<file path="src/rtl/arm_pkg.sv">
// Shared definitions for the ARM execute stage:
// ALU commands, forward selects and flag indices.
package arm_pkg;

  localparam logic [3:0] EXE_MOV = 4'b0001;
  localparam logic [3:0] EXE_ADD = 4'b0010;
  localparam logic [3:0] EXE_ADC = 4'b0011;
  localparam logic [3:0] EXE_SUB = 4'b0100;
  localparam logic [3:0] EXE_SBC = 4'b0101;
  localparam logic [3:0] EXE_AND = 4'b0110;
  localparam logic [3:0] EXE_ORR = 4'b0111;
  localparam logic [3:0] EXE_EOR = 4'b1000;
  localparam logic [3:0] EXE_MVN = 4'b1001;

  localparam logic [1:0] FWD_ID  = 2'b00;
  localparam logic [1:0] FWD_MEM = 2'b01;
  localparam logic [1:0] FWD_WB  = 2'b10;

  localparam int FLAG_N = 3;
  localparam int FLAG_Z = 2;
  localparam int FLAG_C = 1;
  localparam int FLAG_V = 0;

  function automatic logic cmd_legal(
    input logic [3:0] cmd
  );
    return (cmd >= EXE_MOV) &&
           (cmd <= EXE_MVN);
  endfunction

endpackage

</file>
<file path="src/rtl/exe_stage_alu.sv">
// Combinational ALU with NZCV generation.
// Subtraction runs as op1 + ~op2 + cin so C is NOT borrow.
import arm_pkg::*;

module alu #(
  parameter int DATA_W = 32
) (
  input  logic [DATA_W-1:0] op1,
  input  logic [DATA_W-1:0] op2,
  input  logic [3:0]        cmd,
  input  logic              c_in,
  input  logic              shift_carry,
  input  logic              v_in,
  output logic [DATA_W-1:0] res,
  output logic [3:0]        nzcv_next
);

  localparam int MSB = DATA_W - 1;

  logic              w_arith;
  logic              w_cin;
  logic [DATA_W-1:0] w_b;
  logic [DATA_W:0]   w_sum;

  always_comb begin
    res     = '0;
    w_arith = 1'b0;
    w_cin   = 1'b0;
    w_b     = op2;
    unique case (cmd)
      EXE_MOV: res = op2;
      EXE_MVN: res = ~op2;
      EXE_AND: res = op1 & op2;
      EXE_ORR: res = op1 | op2;
      EXE_EOR: res = op1 ^ op2;
      EXE_ADD: w_arith = 1'b1;
      EXE_ADC: begin
        w_arith = 1'b1;
        w_cin   = c_in;
      end
      EXE_SUB: begin
        w_arith = 1'b1;
        w_b     = ~op2;
        w_cin   = 1'b1;
      end
      EXE_SBC: begin
        w_arith = 1'b1;
        w_b     = ~op2;
        w_cin   = c_in;
      end
      default: res = '0;
    endcase
    w_sum = {1'b0, op1}
          + {1'b0, w_b}
          + {{DATA_W{1'b0}}, w_cin};
    if (w_arith) res = w_sum[MSB:0];
  end

  always_comb begin
    nzcv_next         = '0;
    nzcv_next[FLAG_N] = res[MSB];
    nzcv_next[FLAG_Z] = ~|res;
    if (w_arith) begin
      nzcv_next[FLAG_C] = w_sum[DATA_W];
      // same-sign operands, different-sign result
      nzcv_next[FLAG_V] = (op1[MSB] == w_b[MSB]) &&
                          (res[MSB] != op1[MSB]);
    end else begin
      nzcv_next[FLAG_C] = shift_carry;
      nzcv_next[FLAG_V] = v_in;
    end
  end

endmodule

</file>
<file path="src/rtl/exe_stage.sv">
// Execute stage: forwarding, ALU, NZCV status,
// branch target and the EXE/MEM pipeline register.
import arm_pkg::*;

module exe_stage #(
  parameter int DATA_W = 32,
  parameter int REG_W  = 4,
  parameter int IMM_W  = 24
) (
  input  logic              clk,
  input  logic              rst,
  input  logic              freeze,
  input  logic              valid_in,
  input  logic [3:0]        exe_cmd,
  input  logic              mem_r_en_in,
  input  logic              mem_w_en_in,
  input  logic              wb_en_in,
  input  logic              b_in,
  input  logic              s_in,
  input  logic [DATA_W-1:0] pc_in,
  input  logic [DATA_W-1:0] val1,
  input  logic [DATA_W-1:0] val2,
  input  logic              shift_carry,
  input  logic [DATA_W-1:0] rm_val,
  input  logic [REG_W-1:0]  dest_in,
  input  logic [IMM_W-1:0]  imm24,
  input  logic [1:0]        sel_src1,
  input  logic [1:0]        sel_src2,
  input  logic [DATA_W-1:0] mem_fwd,
  input  logic [DATA_W-1:0] wb_fwd,
  output logic              branch_taken,
  output logic [DATA_W-1:0] branch_addr,
  output logic [3:0]        status,
  output logic              wb_en_out,
  output logic              mem_r_en_out,
  output logic              mem_w_en_out,
  output logic [DATA_W-1:0] alu_res,
  output logic [DATA_W-1:0] st_val,
  output logic [REG_W-1:0]  dest_out
);

  logic [DATA_W-1:0] w_op1;
  logic [DATA_W-1:0] w_st;
  logic [DATA_W-1:0] w_res;
  logic [3:0]        w_nzcv;
  logic [DATA_W-1:0] w_off;
  logic              w_go;

  logic [3:0]        r_status;
  logic              r_wb;
  logic              r_mr;
  logic              r_mw;
  logic [DATA_W-1:0] r_res;
  logic [DATA_W-1:0] r_st;
  logic [REG_W-1:0]  r_dest;

  always_comb begin
    case (sel_src1)
      FWD_MEM: w_op1 = mem_fwd;
      FWD_WB:  w_op1 = wb_fwd;
      default: w_op1 = val1;
    endcase
  end

  always_comb begin
    case (sel_src2)
      FWD_MEM: w_st = mem_fwd;
      FWD_WB:  w_st = wb_fwd;
      default: w_st = rm_val;
    endcase
  end

  alu #(
    .DATA_W(DATA_W)
  ) u_alu (
    .op1        (w_op1),
    .op2        (val2),
    .cmd        (exe_cmd),
    .c_in       (r_status[FLAG_C]),
    .shift_carry(shift_carry),
    .v_in       (r_status[FLAG_V]),
    .res        (w_res),
    .nzcv_next  (w_nzcv)
  );

  assign w_go = valid_in & ~freeze;

  assign w_off = {{(DATA_W-IMM_W){imm24[IMM_W-1]}},
                  imm24};
  assign branch_addr  = pc_in + (w_off << 2);
  assign branch_taken = b_in & w_go;

  always_ff @(posedge clk) begin
    if (rst) begin
      r_status <= 4'b0000;
    end else if (s_in & w_go &
                 cmd_legal(exe_cmd)) begin
      r_status <= w_nzcv;
    end
  end

  always_ff @(posedge clk) begin
    if (rst) begin
      r_wb   <= 1'b0;
      r_mr   <= 1'b0;
      r_mw   <= 1'b0;
      r_res  <= '0;
      r_st   <= '0;
      r_dest <= '0;
    end else if (!freeze) begin
      r_wb   <= wb_en_in & valid_in;
      r_mr   <= mem_r_en_in & valid_in;
      r_mw   <= mem_w_en_in & valid_in;
      r_res  <= w_res;
      r_st   <= w_st;
      r_dest <= dest_in;
    end
  end

  assign status       = r_status;
  assign wb_en_out    = r_wb;
  assign mem_r_en_out = r_mr;
  assign mem_w_en_out = r_mw;
  assign alu_res      = r_res;
  assign st_val       = r_st;
  assign dest_out     = r_dest;

endmodule

</file>
<file path="config.mk">
export PLATFORM = sky130hd
export DESIGN_NAME = exe_stage
export DESIGN_NICKNAME = d
export VERILOG_FILES = /design/src/rtl/arm_pkg.sv /design/src/rtl/exe_stage_alu.sv /design/src/rtl/exe_stage.sv
export SDC_FILE = /design/constraint.sdc
export NUM_CORES = 1
export LEC_CHECK = 0
export BUFFER_PORTS_ARGS = -buffer_cell sky130_fd_sc_hd__buf_2
export CORE_ASPECT_RATIO = 0.5
export CORE_MARGIN = 5
export CORE_UTILIZATION = 40
export CTS_CLUSTER_DIAMETER = 40
export DETAILED_ROUTE_END_ITERATION = 16
export PLACE_DENSITY = 0.7
export SYNTH_ARGS = -nofsm -noshare
export SYNTH_HDL_FRONTEND = slang
export SYNTH_HIERARCHICAL = 1
export SYNTH_SLANG_ARGS = --single-unit
export TNS_END_PERCENT = 10
</file>
<file path="constraint.sdc">
create_clock -name clk -period 16.5 [get_ports clk]
set_clock_uncertainty 0.15 [all_clocks]
set_input_delay 3.3 -clock clk [delete_from_list [all_inputs] [get_ports clk]]
set_output_delay 3.3 -clock clk [all_outputs]
set_load 0.02 [all_outputs]
</file>
### Word level (Yosys, flattened, before mapping)

Index checks and enable logic that the tools add are counted.

| storage, ports and cells | value |
|---|---|
| output and inout bits | 108 |
| bits of input ports | 238 |
| register bits after elaboration | 75 |

| operators by class | value |
|---|---|
| reduce and logical (&&, ||, !) cells | 8 |
| equality and inequality tests | 15 |
| add/sub/neg operators | 3 |
| muxes and demuxes | 8 |
| bitwise logic cells | 12 |
| $lt $le $gt $ge | 2 |

Operators by type and width:

| operator | number |
|---|---|
| 32-bit case mux with 5 select lines | 1 |
| 32-bit case mux with 2 select lines | 2 |
| 32-bit 2-to-1 mux | 2 |
| 32-bit by 32-bit adder with 33-bit output | 1 |
| 33-bit by 1-bit adder with 33-bit output | 1 |
| 32-bit adder | 1 |
| 32-bit bitwise AND | 1 |
| 32-bit NOT | 1 |
| 32-bit bitwise OR | 1 |
| 32-bit OR reduction | 1 |
| 32-bit bitwise XOR | 1 |
| 4-bit by 3-bit equality test with 1-bit output, second input constant | 4 |
| 4-bit by 2-bit equality test with 1-bit output, second input constant | 2 |
| 4-bit equality test, second input constant | 2 |
| 1-bit bitwise AND | 7 |
| 2-bit by 1-bit equality test with 1-bit output, second input constant | 2 |
| 2-bit equality test, second input constant | 2 |
| 4-bit by 1-bit equality test with 1-bit output, second input constant | 1 |
| 4-bit by 1-bit greater-or-equal comparator with 1-bit output, second input constant | 1 |
| 4-bit <= comparator, second input constant | 1 |
| 2-bit OR reduction | 2 |
| 4-bit OR reduction | 1 |
| 1-bit logical AND | 2 |
| 2-bit 2-to-1 mux | 1 |
| 7 further kinds | 7 |

### Logic depth before layout (Yosys ltp)

| logic depth | value |
|---|---|
| word-level depth | 9 |
| gate-level depth with buffers | 21 |
| mapped depth without buffers | 19 |

### By module

The synthesis kept the hierarchy.

By module, submodules not included:

| module | times used | cells each | area an instance (um^2) |
|---|---|---|---|
| exe_stage | 1 | 738 | 5454.0 |
| alu | 1 | 674 | 4703.3 |

### Least setup slack after synthesis

No wires, ideal clock.

| path | value |
|---|---|
| path kind | input port to output port |
| start | input port pc_in[2] |
| end | output port branch_addr[24] |
| data required time | 13.050 ns |
| setup slack | 7.760 ns |
| data arrival time | 5.290 ns |
| cell stages on the path | 10 |
| path through | ha_1 -> inv_1 -> fa_1 -> nor2b_1 -> o2111ai_1 -> nand3b_1 -> a31oi_1 -> o31ai_2 -> a21oi_1 -> xnor2_1 |

| between the ends | value |
|---|---|
| word-level cells in the longest chain between the ends | 1 |

Ends and longest elaborated chain:

| element | line | text |
|---|---|---|
| from (decl) | exe_stage.sv:20 | `input logic [DATA_W-1:0] pc_in,` |
| 32-bit adder | exe_stage.sv:90 | `assign branch_addr = pc_in + (w_off << 2);` |
| to (decl) | exe_stage.sv:32 | `output logic [DATA_W-1:0] branch_addr,` |

No other way between the ends.

### Worst setup path in the final report

Ends and elaborated chain as after synthesis.

==> impl_metrics.py <==
metrics = {
    "clock_tree": {
        "cts_tree": "built",
        "root_buffer": "clkbuf_16",
        "ctsHoldBuffers": 0,
        "worstSkewPairLatency_ps": 360,
        "cts_resized": 0,
        "cts_made_buffers": 9,
        "cts.clk_slew.worst_paths_ps": 60,
        "htreeDepth": 3,
        "clockBufferDepth": 2,
        "cts_setup_buffers": 0,
        "clock-sinks": 75,
    },
    "worst_setup_path": {
        "cp_cell_sequence": "buf_2, ha_1, inv_1, fa_1, nor2b_1, o2111ai_1, nand3b_1, a31oi_1, o31ai_2, a21oi_1, xnor2_1, buf_2",
        "cp_slowest_cell": "fa_1",
        "worst-path-buf-inv": 3,
        "required_ps": 13050,
        "startpoint_type": "input port",
        "crit_type": "input port to primary output",
        "cp_max_fo": 4,
        "crit_arrival_ps": 5600,
        "cp_common_cell": "buf_2",
        "critPathMaxStageDelay_ps": 400,
        "end_kind": "primary output",
        "crit_family": "compound AO/OA/AOI/OAI gates",
    },
    "synthesis": {
        "yosysTopAreaCellShare_pct": 15.8,
        "yosysSeqAreaShare_pct": 14.8,
        "synth_compound_area_share_pct": 30.5,
        "synthAdderAreaFrac_pct": 16.4,
        "synthCells": 1412,
        "synth.cell_area_um2": 10200,
        "synth.ff_latch_count": 75,
        "ys_types": 88,
        "avgSynthCellArea_um2": 7.19,
        "synth.area.top_cells": "ha_1 16%, dfxtp_1 15%, nor2_1 7.5%, a21oi_1 6.6%, xnor2_1 5.8%",
        "synthArstFlopShare_pct": 0,
        "synth-edff-count": 0,
        "synth_ff_type": "dfxtp_1",
        "synth.area.mux_share_pct": 4.64,
        "yosys.area.top_type": "ha_1",
        "synth-xor-area-share_pct": 6.90,
        "synth_nets": 1781,
        "synth_top_family_by_area": "compound AO/OA/AOI/OAI gates",
        "synth-simple-area-share_pct": 19.8,
        "ys_warn_count": 6,
    },
    "cells_and_area": {
        "drive_above_1_share_pct": 23.6,
        "final_nets": 2055,
        "final_design_area_no_fill_um2": 12300,
        "area_delta_synth_final_pct": 21.4,
    },
    "timing": {
        "rsz0062_at_grt": "no",
        "slew_violations": 0,
        "fmax_mhz": 111,
        "fin_setup_tns_ps": 0,
        "finalSetupViolations": 0,
        "hold_viol": 0,
        "period_minus_slack_ps": 9050,
        "holdWs_ps": 334,
        "slew-limit-headroom_pct": 42.6,
        "fin_crit_sh_pct": 54.8,
        "layout_setup_ws_ps": 7450,
        "worst_pin_slew_ps": 861,
    },
    "die": {
        "dieArea_um2": 28900,
        "start_util_pct": 40.5,
        "rows": 41,
        "pin_count": 346,
        "die_h_um": 123,
        "core_area_um2": 25100,
        "die_w_um": 235,
    },
    "pwr": {
        "combPwrFrac_pct": 55.0,
        "swShare_pct": 44.6,
        "clockPowerShare_pct": 21.9,
        "p_sw_uw": 386,
        "power_density_nw_per_um2": 70.2,
        "intPower_uw": 480,
        "seq_power_share_pct": 23.1,
        "peakVddDrop_mv": 0.0500,
        "power_leakage_nw": 6.00,
        "p_total_uw": 866,
    },
    "placement": {
        "dp_hpwl_um": 30000,
        "io_buffers": 341,
        "post-place-ws_ps": 7480,
        "globalplace.congestion": 0.934,
        "place_area_um2": 12100,
    },
    "drt": {
        "drt_drc_violations_left": 0,
        "routed_via_density": 5.59,
        "wire_per_inst_um": 18.7,
        "first_pass_iters": 5,
        "drt_iter0_drc": 1045,
        "ant_nets": 0,
        "num_vias": 11400,
        "wl_um": 38000,
    },
    "global_routing": {
        "grt_pass1_wl_um": 57100,
        "grtUsageTotal_pct": 24.7,
        "grt_max_degree": 76,
        "grt_pass1_vias": 10100,
        "antenna_found_initial": 5,
        "grt_overflow": 0,
    },
    "run_status": {
        "status": "completed",
    },
    "run": {
        "max_cap_viol_count": 0,
    },
    "worst_hold_path": {
        "min_path_type": "register to register",
    },
}
## final cells by class
type | instances | area (µm²)
well taps | 344 | 430
multi-input cells | 1157 | 7980
fillers | 2570 | 12700
repair buffers | 355 | 1810
clock inverters | 5 | 37.5
flip-flops and latches | 75 | 1500
diodes | 4 | 10.0
inverters | 88 | 330
clock buffers | 11 | 233
## power groups by stage
stage                     combinational, mW  sequential (mW)  clock (mW)
after CTS                             0.471            0.200       0.196
after detailed placement              0.468            0.204           0
after global routing                  0.524            0.202       0.200
final                                 0.476            0.200       0.190
after global placement                0.466            0.204           0
after floorplan                       0.313            0.220           0
## cell usage in the layout (no fill, tap or decap), types with 9 or more instances in the layout
master | Yosys | routed
xor2_1 | 13 | 13
a21oi_1 | 134 | 134
a211o_1 | 14 | 14
nand2b_1 | 10 | 10
a221oi_1 | 15 | 15
ha_1 | 128 | 127
nor2_1 | 202 | 201
clkbuf_16 | 0 | 9
nor3_1 | 17 | 17
buf_2 | 18 | 340
a22oi_1 | 69 | 69
a31oi_1 | 10 | 10
nand3_1 | 23 | 23
o21a_1 | 13 | 13
nor2b_1 | 10 | 10
o221ai_1 | 16 | 16
a211oi_1 | 13 | 13
o21ai_0 | 77 | 77
dfxtp_1 | 75 | 75
inv_1 | 88 | 88
nand2_1 | 104 | 104
buf_4 | 3 | 15
nand4_1 | 10 | 10
o21bai_1 | 11 | 11
a21o_1 | 25 | 25
xnor2_1 | 67 | 67
mux2i_1 | 46 | 46
## layer usage
metal	wire length, µm	vias up	GRT usage (%)
met2	17300	434	40.0
met1	17100	5286	34.3
met5	13	-	0
met4	582	2	5.94
met3	2940	45	4.71
li1	-	5639	-
## worst register-to-register path: stages, from the launching register on
cell	delay (ps)
dfxtp_1	420
nand2_1	80
o22a_1	190
fa_1	420
fa_1	400
nand2b_1	220
a21oi_1	310
o21ai_1	220
o21bai_1	200
xnor2_1	140
o221ai_1	160
a211oi_1	360
or4bb_1	510
nor4_1	400
and4b_1	310
mux2i_1	80
nor2_1	90
## final timing paths
| kind | startpoint | to | slack (ps) | cells after the start |
|---|---|---|---|---|
| worst min register to register | st_val[12] | st_val[12] | 330 | 2 |
| worst max register to register | status[1] | status[2] | 11760 | 16 |
| worst min-delay path | st_val[12] | st_val[12] | 330 | 2 |
| worst max-delay path | pc_in[2] | branch_addr[24] | 7450 | 12 |
## synth_stat cells, types with 23 or more instances
library cell,number
mux2i_1,46
a22oi_1,69
a21oi_1,134
nand3_1,23
clkbuf_1,62
ha_1,128
a21o_1,25
xnor2_1,67
dfxtp_1,75
o21ai_0,77
nand2_1,104
nor2_1,202
inv_1,88
## cells by family (layout without fill, tap and decap cells)
family | count (synthesis) | count (layout)
compound gates | 463 | 463
simple gates | 436 | 436
buf+inv | 180 | 459
fa+ha+maj | 131 | 131
xor+xnor | 80 | 80
flops | 75 | 75
mux | 47 | 47
other cells | 0 | 4
## metrics by stage
step                utilization [%]  std cells
floorplan                         -       1412
global placement               48.1       2019
detailed placement             48.1       2019
CTS                            49.1       2035
global route                   49.2       2039
finish                         49.2       2039
## sequential cells by signal, summed over array words and instances (netlist names)
signal and flops:
wb_en_out 1, dest_out 4, mem_r_en_out 1, st_val 32
alu_res 32, mem_w_en_out 1, status 4
Power figures use the tool's default switching activity.
